===== src/rtl/wb_arbiter_if.sv =====
// Write-back port bundle: pipeline and long-latency result inputs plus the register-file write port.
// Adds the decode pending-lookup signals when WB_PENDING_EN is defined.
interface wb_arbiter_if;
  logic        mem_wreg;
  logic [4:0]  mem_wd;
  logic [31:0] mem_wdata;
  logic        lu_valid;
  logic        lu_ready;
  logic [4:0]  lu_wd;
  logic [31:0] lu_wdata;
  logic        we;
  logic [4:0]  writeAddr;
  logic [31:0] writeData;
  logic        stall_req;
`ifdef WB_PENDING_EN
  logic [4:0]  rd_addr1;
  logic [4:0]  rd_addr2;
  logic        pend1;
  logic        pend2;
`endif

  // Arbiter side
  modport slave (
    input  mem_wreg, mem_wd, mem_wdata, lu_valid, lu_wd, lu_wdata,
`ifdef WB_PENDING_EN
    input  rd_addr1, rd_addr2,
    output pend1, pend2,
`endif
    output lu_ready, we, writeAddr, writeData, stall_req
  );

  // Pipeline / long-latency unit / register-file side
  modport master (
    output mem_wreg, mem_wd, mem_wdata, lu_valid, lu_wd, lu_wdata,
`ifdef WB_PENDING_EN
    output rd_addr1, rd_addr2,
    input  pend1, pend2,
`endif
    input  lu_ready, we, writeAddr, writeData, stall_req
  );
endinterface


===== src/rtl/wb_arbiter.sv =====
// Register-file write-port arbiter: pipeline writes win, long-latency results queue in a 2-entry FIFO.
// Optional WB_PENDING_EN adds combinational pending-hazard lookups for two decode read ports.
module wb_arbiter #(
  parameter int unsigned STARVE_LIM = 8,
  parameter int unsigned DEPTH      = 2
) (
  input  logic         clk,
  input  logic         rst,
  wb_arbiter_if.slave  bus
);

  localparam int unsigned AW = 5;
  localparam int unsigned DW = 32;
  localparam int unsigned PW = $clog2(DEPTH);
  localparam int unsigned CW = $clog2(DEPTH + 1);
  localparam int unsigned SW = $clog2(STARVE_LIM + 1);

  logic [AW-1:0]    ent_addr   [DEPTH];
  logic [DW-1:0]    ent_data   [DEPTH];
  logic [AW-1:0]    ent_addr_n [DEPTH];
  logic [DW-1:0]    ent_data_n [DEPTH];
  logic [DEPTH-1:0] vld, vld_n;
  logic [PW-1:0]    rd_ptr, rd_ptr_n, wr_ptr, wr_ptr_n;
  logic [CW-1:0]    count, count_n;
  logic [SW-1:0]    starve, starve_n;
  logic             we_q, we_n;
  logic [AW-1:0]    addr_q, addr_n;
  logic [DW-1:0]    data_q, data_n;

  logic pipe_eff, lu_rdy, lu_acc, lu_push, pop;

  always_ff @(posedge clk or negedge rst) begin
    if (!rst) begin
      for (int unsigned i = 0; i < DEPTH; i++) begin
        ent_addr[i] <= '0;
        ent_data[i] <= '0;
      end
      vld    <= '0;
      rd_ptr <= '0;
      wr_ptr <= '0;
      count  <= '0;
      starve <= '0;
      we_q   <= 1'b0;
      addr_q <= '0;
      data_q <= '0;
    end else begin
      ent_addr <= ent_addr_n;
      ent_data <= ent_data_n;
      vld      <= vld_n;
      rd_ptr   <= rd_ptr_n;
      wr_ptr   <= wr_ptr_n;
      count    <= count_n;
      starve   <= starve_n;
      we_q     <= we_n;
      addr_q   <= addr_n;
      data_q   <= data_n;
    end
  end

  always_comb begin
    ent_addr_n = ent_addr;
    ent_data_n = ent_data;
    vld_n      = vld;
    rd_ptr_n   = rd_ptr;
    wr_ptr_n   = wr_ptr;
    we_n       = 1'b0;
    addr_n     = addr_q;
    data_n     = data_q;
    starve_n   = starve;

    pipe_eff = bus.mem_wreg && (bus.mem_wd != AW'(0));
    lu_rdy   = (count < CW'(DEPTH));
    lu_acc   = bus.lu_valid && lu_rdy;
    lu_push  = lu_acc && (bus.lu_wd != AW'(0));
    pop      = !pipe_eff && (count != CW'(0));

    if (pipe_eff) begin
      we_n   = 1'b1;
      addr_n = bus.mem_wd;
      data_n = bus.mem_wdata;
      // Younger pipeline write supersedes any buffered result to the same register
      for (int unsigned i = 0; i < DEPTH; i++) begin
        if (vld[i] && (ent_addr[i] == bus.mem_wd)) vld_n[i] = 1'b0;
      end
    end else if (pop) begin
      we_n = vld[rd_ptr];
      if (vld[rd_ptr]) begin
        addr_n = ent_addr[rd_ptr];
        data_n = ent_data[rd_ptr];
      end
      vld_n[rd_ptr] = 1'b0;
      rd_ptr_n      = rd_ptr + PW'(1);
    end

    // Push after invalidation so a same-cycle entry to mem_wd survives
    if (lu_push) begin
      vld_n[wr_ptr]      = 1'b1;
      ent_addr_n[wr_ptr] = bus.lu_wd;
      ent_data_n[wr_ptr] = bus.lu_wdata;
      wr_ptr_n           = wr_ptr + PW'(1);
    end

    count_n = count + CW'(lu_push) - CW'(pop);

    if (pop || (vld == '0)) starve_n = '0;
    else if (starve != SW'(STARVE_LIM)) starve_n = starve + SW'(1);
  end

  assign bus.lu_ready  = lu_rdy;
  assign bus.stall_req = (starve == SW'(STARVE_LIM));
  assign bus.we        = we_q;
  assign bus.writeAddr = addr_q;
  assign bus.writeData = data_q;

`ifdef WB_PENDING_EN
  logic pend1_c, pend2_c;

  // A register is pending if a live FIFO entry or this cycle's accepted lu result targets it
  function automatic logic is_pending(input logic [AW-1:0] ra);
    logic hit;
    hit = lu_acc && (bus.lu_wd == ra);
    for (int unsigned i = 0; i < DEPTH; i++) begin
      if (vld[i] && (ent_addr[i] == ra)) hit = 1'b1;
    end
    return hit && (ra != AW'(0));
  endfunction

  always_comb begin
    pend1_c = is_pending(bus.rd_addr1);
    pend2_c = is_pending(bus.rd_addr2);
  end

  assign bus.pend1 = pend1_c;
  assign bus.pend2 = pend2_c;
`endif

endmodule


===== src/flat_wrapper.sv =====
// flat-port wrapper written by rule: the top's interface ports become plain ports
module wb_arbiter_flat 
#(
  parameter int unsigned STARVE_LIM = 8,
  parameter int unsigned DEPTH      = 2
)
  (clk, rst, bus_mem_wreg, bus_mem_wd, bus_mem_wdata, bus_lu_valid, bus_lu_wd, bus_lu_wdata, bus_lu_ready, bus_we, bus_writeAddr, bus_writeData, bus_stall_req);
  wb_arbiter_if bus_i ();
  input  logic clk;
  input  logic rst;
  input wire logic [$bits(bus_i.mem_wreg)-1:0] bus_mem_wreg;
  input wire logic [$bits(bus_i.mem_wd)-1:0] bus_mem_wd;
  input wire logic [$bits(bus_i.mem_wdata)-1:0] bus_mem_wdata;
  input wire logic [$bits(bus_i.lu_valid)-1:0] bus_lu_valid;
  input wire logic [$bits(bus_i.lu_wd)-1:0] bus_lu_wd;
  input wire logic [$bits(bus_i.lu_wdata)-1:0] bus_lu_wdata;
  output wire logic [$bits(bus_i.lu_ready)-1:0] bus_lu_ready;
  output wire logic [$bits(bus_i.we)-1:0] bus_we;
  output wire logic [$bits(bus_i.writeAddr)-1:0] bus_writeAddr;
  output wire logic [$bits(bus_i.writeData)-1:0] bus_writeData;
  output wire logic [$bits(bus_i.stall_req)-1:0] bus_stall_req;
  assign bus_i.mem_wreg = bus_mem_wreg;
  assign bus_i.mem_wd = bus_mem_wd;
  assign bus_i.mem_wdata = bus_mem_wdata;
  assign bus_i.lu_valid = bus_lu_valid;
  assign bus_i.lu_wd = bus_lu_wd;
  assign bus_i.lu_wdata = bus_lu_wdata;
  assign bus_lu_ready = bus_i.lu_ready;
  assign bus_we = bus_i.we;
  assign bus_writeAddr = bus_i.writeAddr;
  assign bus_writeData = bus_i.writeData;
  assign bus_stall_req = bus_i.stall_req;
  wb_arbiter #(.STARVE_LIM(STARVE_LIM), .DEPTH(DEPTH)) u_core (.clk(clk), .rst(rst), .bus(bus_i));
endmodule

===== config.mk =====
export PLATFORM = sky130hd
export DESIGN_NAME = wb_arbiter_flat
export DESIGN_NICKNAME = d
export VERILOG_FILES = /design/src/rtl/wb_arbiter_if.sv /design/src/rtl/wb_arbiter.sv /design/src/flat_wrapper.sv
export SDC_FILE = /design/constraint.sdc
export NUM_CORES = 1
export LEC_CHECK = 0
export CAP_MARGIN = 0
export CORE_MARGIN = 5
export CORE_UTILIZATION = 31
export CTS_CLUSTER_SIZE = 40
export DETAILED_ROUTE_END_ITERATION = 7
export GPL_ROUTABILITY_DRIVEN = 0
export PLACE_DENSITY_LB_ADDON = 0.25
export SYNTH_ARGS = -nofsm -noshare
export SYNTH_HDL_FRONTEND = slang
export SYNTH_SLANG_ARGS = --single-unit

===== constraint.sdc =====
create_clock -name clk -period 1.6 [get_ports clk]
set_input_delay 0.24 -clock clk [delete_from_list [all_inputs] [get_ports clk]]
set_output_delay 0.24 -clock clk [all_outputs]
set_load 0.01 [all_outputs]

# ---- Word-level counts from Yosys, hierarchy flattened
# Cells that the tools add are included.
dict set report totals {
  reg_bits 122
  latch_bits 0
  ramBits 0
  rom_bits 0
  in_bits 78
  out_inout_bits 40
  wordCells 88
  memories 0
}
dict set report op_classes {
  n_addsub 5
  multipliers 0
  div_mod_pow 0
  magnitude_cmp 8
  eq_ne 4
  n_shift 0
  muxes 33
  n_bitwise 6
  reduce_logical 20
}
# operator n
set op_table {}
lappend op_table {{$mux W32} 7}
lappend op_table {{$bwmux W64} 1}
lappend op_table {{$mux W5} 7}
lappend op_table {{$demux W32 S1} 1}
lappend op_table {{$bwmux W10} 1}
lappend op_table {{$eq A5 B5 Y1} 2}
lappend op_table {{$reduce_bool A5 Y1} 2}
lappend op_table {{$logic_and A1 B1 Y1} 9}
lappend op_table {{$mux W1} 8}
lappend op_table {{$mux W4} 2}
lappend op_table {{$reduce_bool A2 Y1} 4}
lappend op_table {{$mux W2} 3}
lappend op_table {{$demux W5 S1} 1}
lappend op_table {{$add A4 B1 Y4 const B} 1}
lappend op_table {{$eq A4 B4 Y1 const B} 1}
lappend op_table {{$ge A2 B2 Y1 const B} 2}
lappend op_table {{$lt A1 B2 Y1 const B} 2}
lappend op_table {{$ne A4 B4 Y1 const B} 1}
lappend op_table {{$not A1 Y2} 2}
lappend op_table {{$reduce_and A2 Y1} 2}
lappend op_table {{$add A1 B1 Y1 const B} 2}
lappend op_table {{$add A2 B1 Y2} 1}
lappend op_table {{$and A2 B2 Y2} 1}
lappend op_table {{$demux W1 S1} 2}
lappend op_table {{10 further kinds} 11}

# ---- Longest topological paths before layout
dict set report logic_depth {
  word_depth 10
  mapped_depth 9
  ltp_nobuf 8
}

# ---- Worst setup path before layout
# Ideal clock, no wire load.
dict set report synth_timing {
  path_type {input -> register}
  from {input bus_mem_wd[0]}
  to {register u_core.count[1]}
  setup_ns 0.080
  arrival_ns 1.918
  required_ns 1.520
  setup_slack_ns -0.398
  cell_stages 9
  path_buffers 1
  cell_sequence {or4_1 o21a_1 buf_2 nor2_2 ha_1 inv_1 ha_1 xnor2_1 xnor2_1}
}
dict set report synth_between {
  elab_chain_cells 5
}
# element line_no
set synth_rtl {}
lappend synth_rtl {{start, declared} flat_wrapper.sv:12} ;# input wire logic [$bits(bus_i.mem_wd)-1:0] bus_mem_wd;
lappend synth_rtl {{$reduce_bool A5 Y1} wb_arbiter.sv:71} ;# pipe_eff = bus.mem_wreg && (bus.mem_wd != AW'(0));
lappend synth_rtl {{$logic_and A1 B1 Y1} wb_arbiter.sv:71}
lappend synth_rtl {{$logic_not A1 Y1} wb_arbiter.sv:75} ;# pop = !pipe_eff && (count != CW'(0));
lappend synth_rtl {{$logic_and A1 B1 Y1} wb_arbiter.sv:75}
lappend synth_rtl {{$sub A2 B1 Y2} wb_arbiter.sv:103} ;# count_n = count + CW'(lu_push) - CW'(pop);
lappend synth_rtl {{net u_core.count_n[1]} wb_arbiter.sv:24} ;# logic [CW-1:0] count, count_n;
lappend synth_rtl {{end signal, assigned} wb_arbiter.sv:52} ;# count <= count_n;
lappend synth_rtl {{end, declared} wb_arbiter.sv:24}
# The timed path passes the listed nets, and every way through them passes these cells.
# A chain may end at the register's enable or synchronous reset.

# ---- Final worst setup path
dict set report layout_timing {
  from {input bus_lu_wd[2]}
  to {register u_core.ent_data[43] (netlist bit)}
}
dict set report layout_between {
  elab_chain_cells 2
}
# element line_no
set layout_rtl {}
lappend layout_rtl {{start, declared} flat_wrapper.sv:15} ;# input wire logic [$bits(bus_i.lu_wd)-1:0] bus_lu_wd;
lappend layout_rtl {{$reduce_bool A5 Y1} wb_arbiter.sv:74} ;# lu_push = lu_acc && (bus.lu_wd != AW'(0));
lappend layout_rtl {{$logic_and A1 B1 Y1} wb_arbiter.sv:74}
lappend layout_rtl {{net u_core.lu_push} wb_arbiter.sv:30} ;# logic pipe_eff, lu_rdy, lu_acc, lu_push, pop;
lappend layout_rtl {{end signal, assigned} wb_arbiter.sv:48} ;# ent_data <= ent_data_n;
lappend layout_rtl {{end, declared} wb_arbiter.sv:19} ;# logic [DW-1:0] ent_data [DEPTH];
# The timed path passes the listed nets, and every way through them passes these cells.

==> flow_summary.yaml <==
status:
  status: "finished clean"
drt:
  final_antenna_net_count: 0
  post_drt_wl_per_cell_um: 17.2
  drc: 0
  drt_iter0_markers: 168
  routed_wl_um: 14200
  first_pass_iters: 4
  vias_per_cell: 4.62
  dr_total_vias: 3809
setup_path:
  crit_fanout: 8
  critical_path.top_delay_family: "buffers and inverters"
  critPathLaunch: "bus_lu_wd[2]"
  slowest_stage: "clkdlybuf4s50_1"
  max_stage_delay_ns: 0.46
  r2r_start: "u_core.count[1]"
  critPathArrivalTime_ns: 1.87
  rr_endpoint: "u_core.ent_data[43]"
  endpoint_kind: "register"
  crit_path_cell_trace: "clkdlybuf4s50_1 > o311a_4 > nand2b_4 > buf_12 > buf_12 > mux2_4"
  r2r_cells: 6
  worstPathRequired_ns: 1.89
  cp_common_cell: "buf_12"
  start_kind: "input port"
  critical_path.n_buffers_inverters: 3
  r2r_slack_ns: 0.04
  worstSetupPathType: "input port to register"
final_layout:
  drive_gt1_share_pct: 36.2
  multi_input_area_um2: 2690
  n_antenna_cell: 0
  register_area_um2: 3050
  nets: 666
  num-fill-cells: 1638
  syn2layout_area_growth_pct: 45.4
placement:
  port_buffers: 117
  place_hpwl_um: 9610
timing:
  fin_crit_ns: 1.58
  maxSlewViolCount: 0
  fmax_ghz: 0.634
  relSlewSlack_pct: 68.4
  worst_slew_pin_slew_ns: 0.475
  rsz0062_at_grt: "true"
  hold_slack_ns: 0.142
  setup_viol: 0
  min_period_over_period_pct: 98.5
  tns_ns: 0
  skew_ns: 0.00672
  hold_viol: 0
pwr:
  ir_drop_mv: 0.770
  p_leak_nw: 3.93
  power_density_nw_per_um2: 1990
floorplanning:
  ios: 118
  core_area_um2: 18100
  dieArea_um2: 21400
  fp.dieH_um: 146
  start_util_pct: 31.8
  die_w_um: 146
  row_count: 49
synth:
  synth-compound-area-share_pct: 4.25
  synthAdderAreaFrac_pct: 0.867
  synthMuxAreaShare_pct: 30.9
  synth_edf_count: 0
  yosysTopAreaCellShare_pct: 52.9
  netlist_area_um2: 5770
  synth_top_family_by_area: "multiplexers"
  synth_simple_gate_area_share_pct: 4.40
  ys_warn_count: 0
  synth_area_leaders: "dfrtp_1 (53%), mux2_2 (14%), mux2_4 (9.9%)"
  ys.flop_type: "dfrtp_1"
  synth-seq-cells: 122
  synth.distinct_cells: 31
  ys_seq_area_share_pct: 52.9
  synth-async-reset-ratio_pct: 100
  yosysTopAreaCell: "dfrtp_1"
  synthCells: 423
  syn_avg_cell_area_um2: 13.6
  synth_xor_area_share_pct: 2.58
  synth_fp_nets: 505
global_routing:
  grt_pass1_vias: 4319
  antenna_found_initial: 0
  grt_max_degree: 39
  grt_usage_pct: 13.6
  overflow: 0
  grt_first_pass_wirelength_um: 23200
clock_tree:
  clk_latency_ns: 0.41
  cts_made_buffers: 17
  cts_sinks: 122
  cts_root_buf: "clkbuf_16"
  clk_pin_slew_ns: 0.05
  htreeDepth: 4
  cts_tree: "built"
  max-clock-path-buffers: 2
worst_hold_path:
  hold_class: "input port to register"
  hold_path_end: "u_core.bus.writeAddr[4]"
  holdPathStages: 3
  hp-start: "bus_mem_wd[4]"
flow_run:
  max_cap_violations: 0
## per-stage QoR
step                      power [mW]  instances  setup WS (ns)  utilization, %  area (µm²)
after floorplan                 10.1        423         -0.338               -        5930
after global placement          12.3        780         -0.716            41.5        7540
after detailed placement        12.4        780         -0.798            41.5        7540
after CTS                       16.9        821        -0.0271            45.9        8330
after global routing            17.7        825       -0.00814            46.2        8390
final                           16.7        825         0.0232            46.2        8390
## routing by layer
layer	up-vias	part of all wire (%)	track usage, %
met5	-	0	0
met4	0	1.5	4.23
met3	14	3.9	3.90
met2	88	47	21.9
met1	1898	48	17.9
li1	1809	-	-
## where the power goes
part           switching (mW)  leakage (nW)  internal, mW
Sequential              0.866          1.46          4.54
Clock                    1.33         0.302          2.64
Combinational            2.72          2.17          4.62
Total                    4.92          3.93          11.8
## how the worst max path moves through the flow
stage                                          to  cells past startpoint
after floorplan                   u_core.count[1]                      9
after global placement    u_core.bus.writeData[1]                      7
after detailed placement  u_core.bus.writeData[4]                      7
after CTS                           bus_stall_req                      5
after global routing                bus_stall_req                      5
final                         u_core.ent_data[43]                      6
## logic make-up after synthesis
family	Yosys count
and+or+nand+nor	56
buffers and inverters	30
AOI/OAI and AO/OA	44
xor gates and xnor gates	17
adders and majority gates	4
muxes	150
DFF	122
## state kept, by name (all words and copies together) (netlist names)
| register | count |
|---|---|
| u_core.bus.writeAddr | 5 |
| u_core.rd_ptr | 1 |
| u_core.starve | 4 |
| u_core.vld | 2 |
| u_core.ent_addr | 10 |
| u_core.count | 2 |
| u_core.bus.writeData | 32 |
| u_core.wr_ptr | 1 |
| u_core.bus.we | 1 |
| u_core.ent_data | 64 |
## layout by cell type, fill, tap and decap left out, drive strengths merged, types with 3 or more instances in the layout
master	netlist	routed
clkbuf	4	25
nand2	39	39
o21ai	39	39
dlygate4sd2	0	3
dlymetal6s2s	0	8
mux2i	39	39
nor3	3	3
mux2	111	111
bufinv	0	3
xor2	8	8
dfrtp	122	122
inv	6	6
nor2	7	7
buf	20	56
clkdlybuf4s50	0	97
ha	4	4
clkinv	0	3
xnor2	9	9
## final cells by class
cell class,instances,area share [%]
clock buffer,24,5.98
inverter,6,0.268
sequential,122,36.4
clock inverter,7,1.34
multi-input combinational,271,32.1
timing repair buffer,166,20.5
tap,229,3.41
## Yosys cell counts (3+ instances only)
master	number
inv_1	6
buf_2	9
mux2_4	38
clkbuf_1	4
nor2_1	6
ha_1	4
o21ai_0	37
mux2_2	73
mux2i_1	39
buf_12	6
xor2_1	8
dfrtp_1	122
xnor2_1	9
nor3_1	3
nand2_1	38
## worst min-delay path: stages
cell     delay (ns)
buf_2          0.14
nand2_1        0.06
o21ai_0        0.07
## timing repair
action | CTS | global route
resized for setup | 49 | 18
pin swaps | 10 | 6
endpoints found under the setup margin | 122 | 38
hold buffers | 1 | 0
cloned | 2 | 0
buffers inserted | 8 | 4
endpoints found under the hold margin | 29 | 0
No activity file was read; power rests on OpenSTA's default activity.
==> patch (same settings) <==
Reset style: synchronous (`rst`), changed in one clocked block.
--- a/src/rtl/wb_arbiter.sv
+++ b/src/rtl/wb_arbiter.sv
@@ -30,5 +30,5 @@
   logic pipe_eff, lu_rdy, lu_acc, lu_push, pop;
 
-  always_ff @(posedge clk or negedge rst) begin
+  always_ff @(posedge clk) begin
     if (!rst) begin
       for (int unsigned i = 0; i < DEPTH; i++) begin
Formal check against the unedited RTL: differs if rst is asserted again (counterexample within 4 cycles, from zero or initial values and one cycle with rst low); with rst held inactive, the same outputs for 4 cycles.
==> patch against the original RTL <==
Setup slack got worse by 0.0038 ns; utilization decreased by 0.43 points; wire length increased by 4.3%; sequential cell count unchanged; final area decreased by 9.1%; die area decreased by 7.7%; via count increased by 24%; area after synthesis decreased by 8.3%.
Power is not compared: it rests on default switching activity, and its combinational part moved more than twofold at a synthesized area within 25%.
==> patch: results (changes against the original RTL) <==
Static Leak = 2.763 nW
wire length of the first global-routing pass = 23660 µm (was 23220 µm)
largest register by flop count = u_core.ent_data (unchanged)
placed insts = 931 (was 780)
DR vias = 4728 (was 3809)
Crit path largest cell delay = 0.37 ns (was 0.46 ns)
Fin Setup TNS = 0 ns (unchanged)
max reg flops = 64 (unchanged)
CP max stage cell = or3_4 (was clkdlybuf4s50_1)
clk buf depth = 2 (unchanged)
Mapped Nets = 695 (was 505)
largest net degree at the start of global routing = 72 (was 39)
Net Sw Power = 2.697 mW
status = complete, no violations (unchanged)
final hold slack = 0.1952 ns (was 0.1420 ns)
placed cell areas = 6930 µm² (was 7537 µm²)
Clock Skew = 0.007408 ns (was 0.006723 ns)
Peak VDD IR = 0.7602 mV
detailed placer's ending HPWL = 9870 µm (was 9606 µm)
clk_lat worst skew = 0.41 ns (about the same)
drt wl/cell = 15.30 µm (was 17.19 µm)
Final nets = 816 (was 666)
CTS buffer count = 17 (unchanged)
post-synthesis sequential area ratio = 46.14% (was 52.91%)
Worst path top cell family by delay = simple AND/OR/NAND/NOR gates (was buffers and inverters)
DR iter-0 viols = 262 (was 168)
WHS Endpoint = u_core.bus.writeAddr[1]$_SDFFE_PN0P_ (was u_core.bus.writeAddr[4]$_DFFE_PN0P_)
Hold Path Depth = 4 (was 3)
clock-pin slew on the worst setup and hold paths = 0.05 ns (about the same)
Yosys Warn Count = 0 (unchanged)
diode count = 0 (unchanged)
worst r2r src = u_core.count[0]$_SDFF_PN0_ (was u_core.count[1]$_DFF_PN0_)
clock root cell = clkbuf_16 (unchanged)
flop-to-flop setup slack = 0.09 ns (was 0.04 ns)
Clk network pwr share = 39.0%
Hold WC Path Type = in -> reg (unchanged)
worst r2r path cells = 8 (was 6)
worst-path fanout max = 2 (was 8)
post-synthesis cell count = 613 (was 423)
GRT Residual Overflow = 0 (unchanged)
Via density = 4.889 (was 4.617)
share of cells above drive strength 1 = 17.14% (was 36.24%)
antenna violations before repair = 0 (unchanged)
CP startpoint = bus_mem_wd[0] (was bus_lu_wd[2])
synth cell count leaders = dfxtp_1, nand3_1, o21ai_0 (was dfrtp_1, mux2_2, mux2i_1)
largest cells by area after synthesis = dfxtp_1, nand3_1, o21ai_0 (was dfrtp_1, mux2_2, mux2_4)
post-synth cell types = 31 (unchanged)
hold path start = bus_mem_wd[1] (was bus_mem_wd[4])
Total GRT Usage = 14.67% (was 13.63%)
drt pass-1 iters = 4 (unchanged)
# Max-Cap Violations = 0 (unchanged)
reg2reg end = u_core.count[1]$_SDFF_PN0_ (was u_core.ent_data[43]$_DFFE_PN0P_)
htree depth = 4 (unchanged)
Max-slew headroom = 73.76% (was 68.36%)
fraction of registers with async set or reset after synthesis = 0% (was 100.0%)
## patch: cell count changes after synthesis, moves of 36 or more
cell	before	now
dfrtp_1	122	0
dfxtp_1	0	122
nand3_1	1	113
o21ai_0	37	113
mux2_4	38	0
nand2_1	38	76
mux2_2	73	37
## patch: kinds of logic after synthesis
logic type	synth area share (%)
AO/OA/AOI/OAI	12.12
XOR/XNOR	2.482
adder cells (fa/ha/maj)	0.9454
buffers and inverters	4.987
flip-flops	46.14
multiplexers	15.24
AND/OR/NAND/NOR	18.08
## patch: what timing repair did
action	4_1_cts	5_1_grt
hold buffers	0	0
gates resized for setup	25	12
setup endpoints to repair	36	35
setup buffers	0	3
cloned	0	1
pin swaps	7	10
## patch: power groups by stage
stage | combinational (mW) | sequential (mW) | clock (mW)
detailed placement | 2.22 | 3.64 | 0
global route | 2.53 | 3.62 | 4.01
CTS | 2.24 | 3.58 | 3.85
finish | 2.33 | 3.58 | 3.77
global placement | 2.17 | 3.62 | 0
floorplan | 1.25 | 3.62 | 0
## patch: worst min-delay path: stages
cell     delay [ns]
buf_6          0.07
buf_4          0.12
nand3_1        0.07
o21ai_0        0.07
## patch: cell type report
cell class | instances | area [µm²]
clock buffer | 20 | 466.7
inverter | 9 | 33.78
fill | 1570 | 9016
sequential | 122 | 2446
timing repair buffer | 156 | 1603
multi-input combinational | 428 | 2680
clock inverter | 12 | 121.4
tap | 220 | 275.3
## patch: how the worst max path moves through the flow
stage | to | slack [ns] | cells past startpoint
3_3_place_gp | u_core.count[1]$_SDFF_PN0_ | -0.77 | 10
2_1_floorplan | u_core.count[1]$_SDFF_PN0_ | -0.49 | 11
3_5_place_dp | u_core.count[1]$_SDFF_PN0_ | -0.78 | 10
6_report | u_core.count[1]$_SDFF_PN0_ | 0.02 | 10
4_1_cts | u_core.ent_data[30]$_SDFFE_PN0P_ | 0.003 | 8
5_1_grt | u_core.ent_data[30]$_SDFFE_PN0P_ | -0.01 | 9
## patch: metrics by stage
stage          setup WS (ns)  utilization [%]
3_3_place_gp         -0.7671            41.64
6_report             0.01946            45.82
3_5_place_dp         -0.7797            41.64
2_1_floorplan        -0.4942                -
5_1_grt             -0.01497            45.82
4_1_cts             0.003064            45.21
## patch: per-layer routing
layer | GRT usage, % | vias to the layer above | wire (µm)
met5 | 0 | - | 0
met4 | 5.354 | 0 | 179
met3 | 4.301 | 17 | 735
met2 | 24.24 | 113 | 7214
met1 | 18.19 | 2221 | 6665
li1 | - | 2377 | -
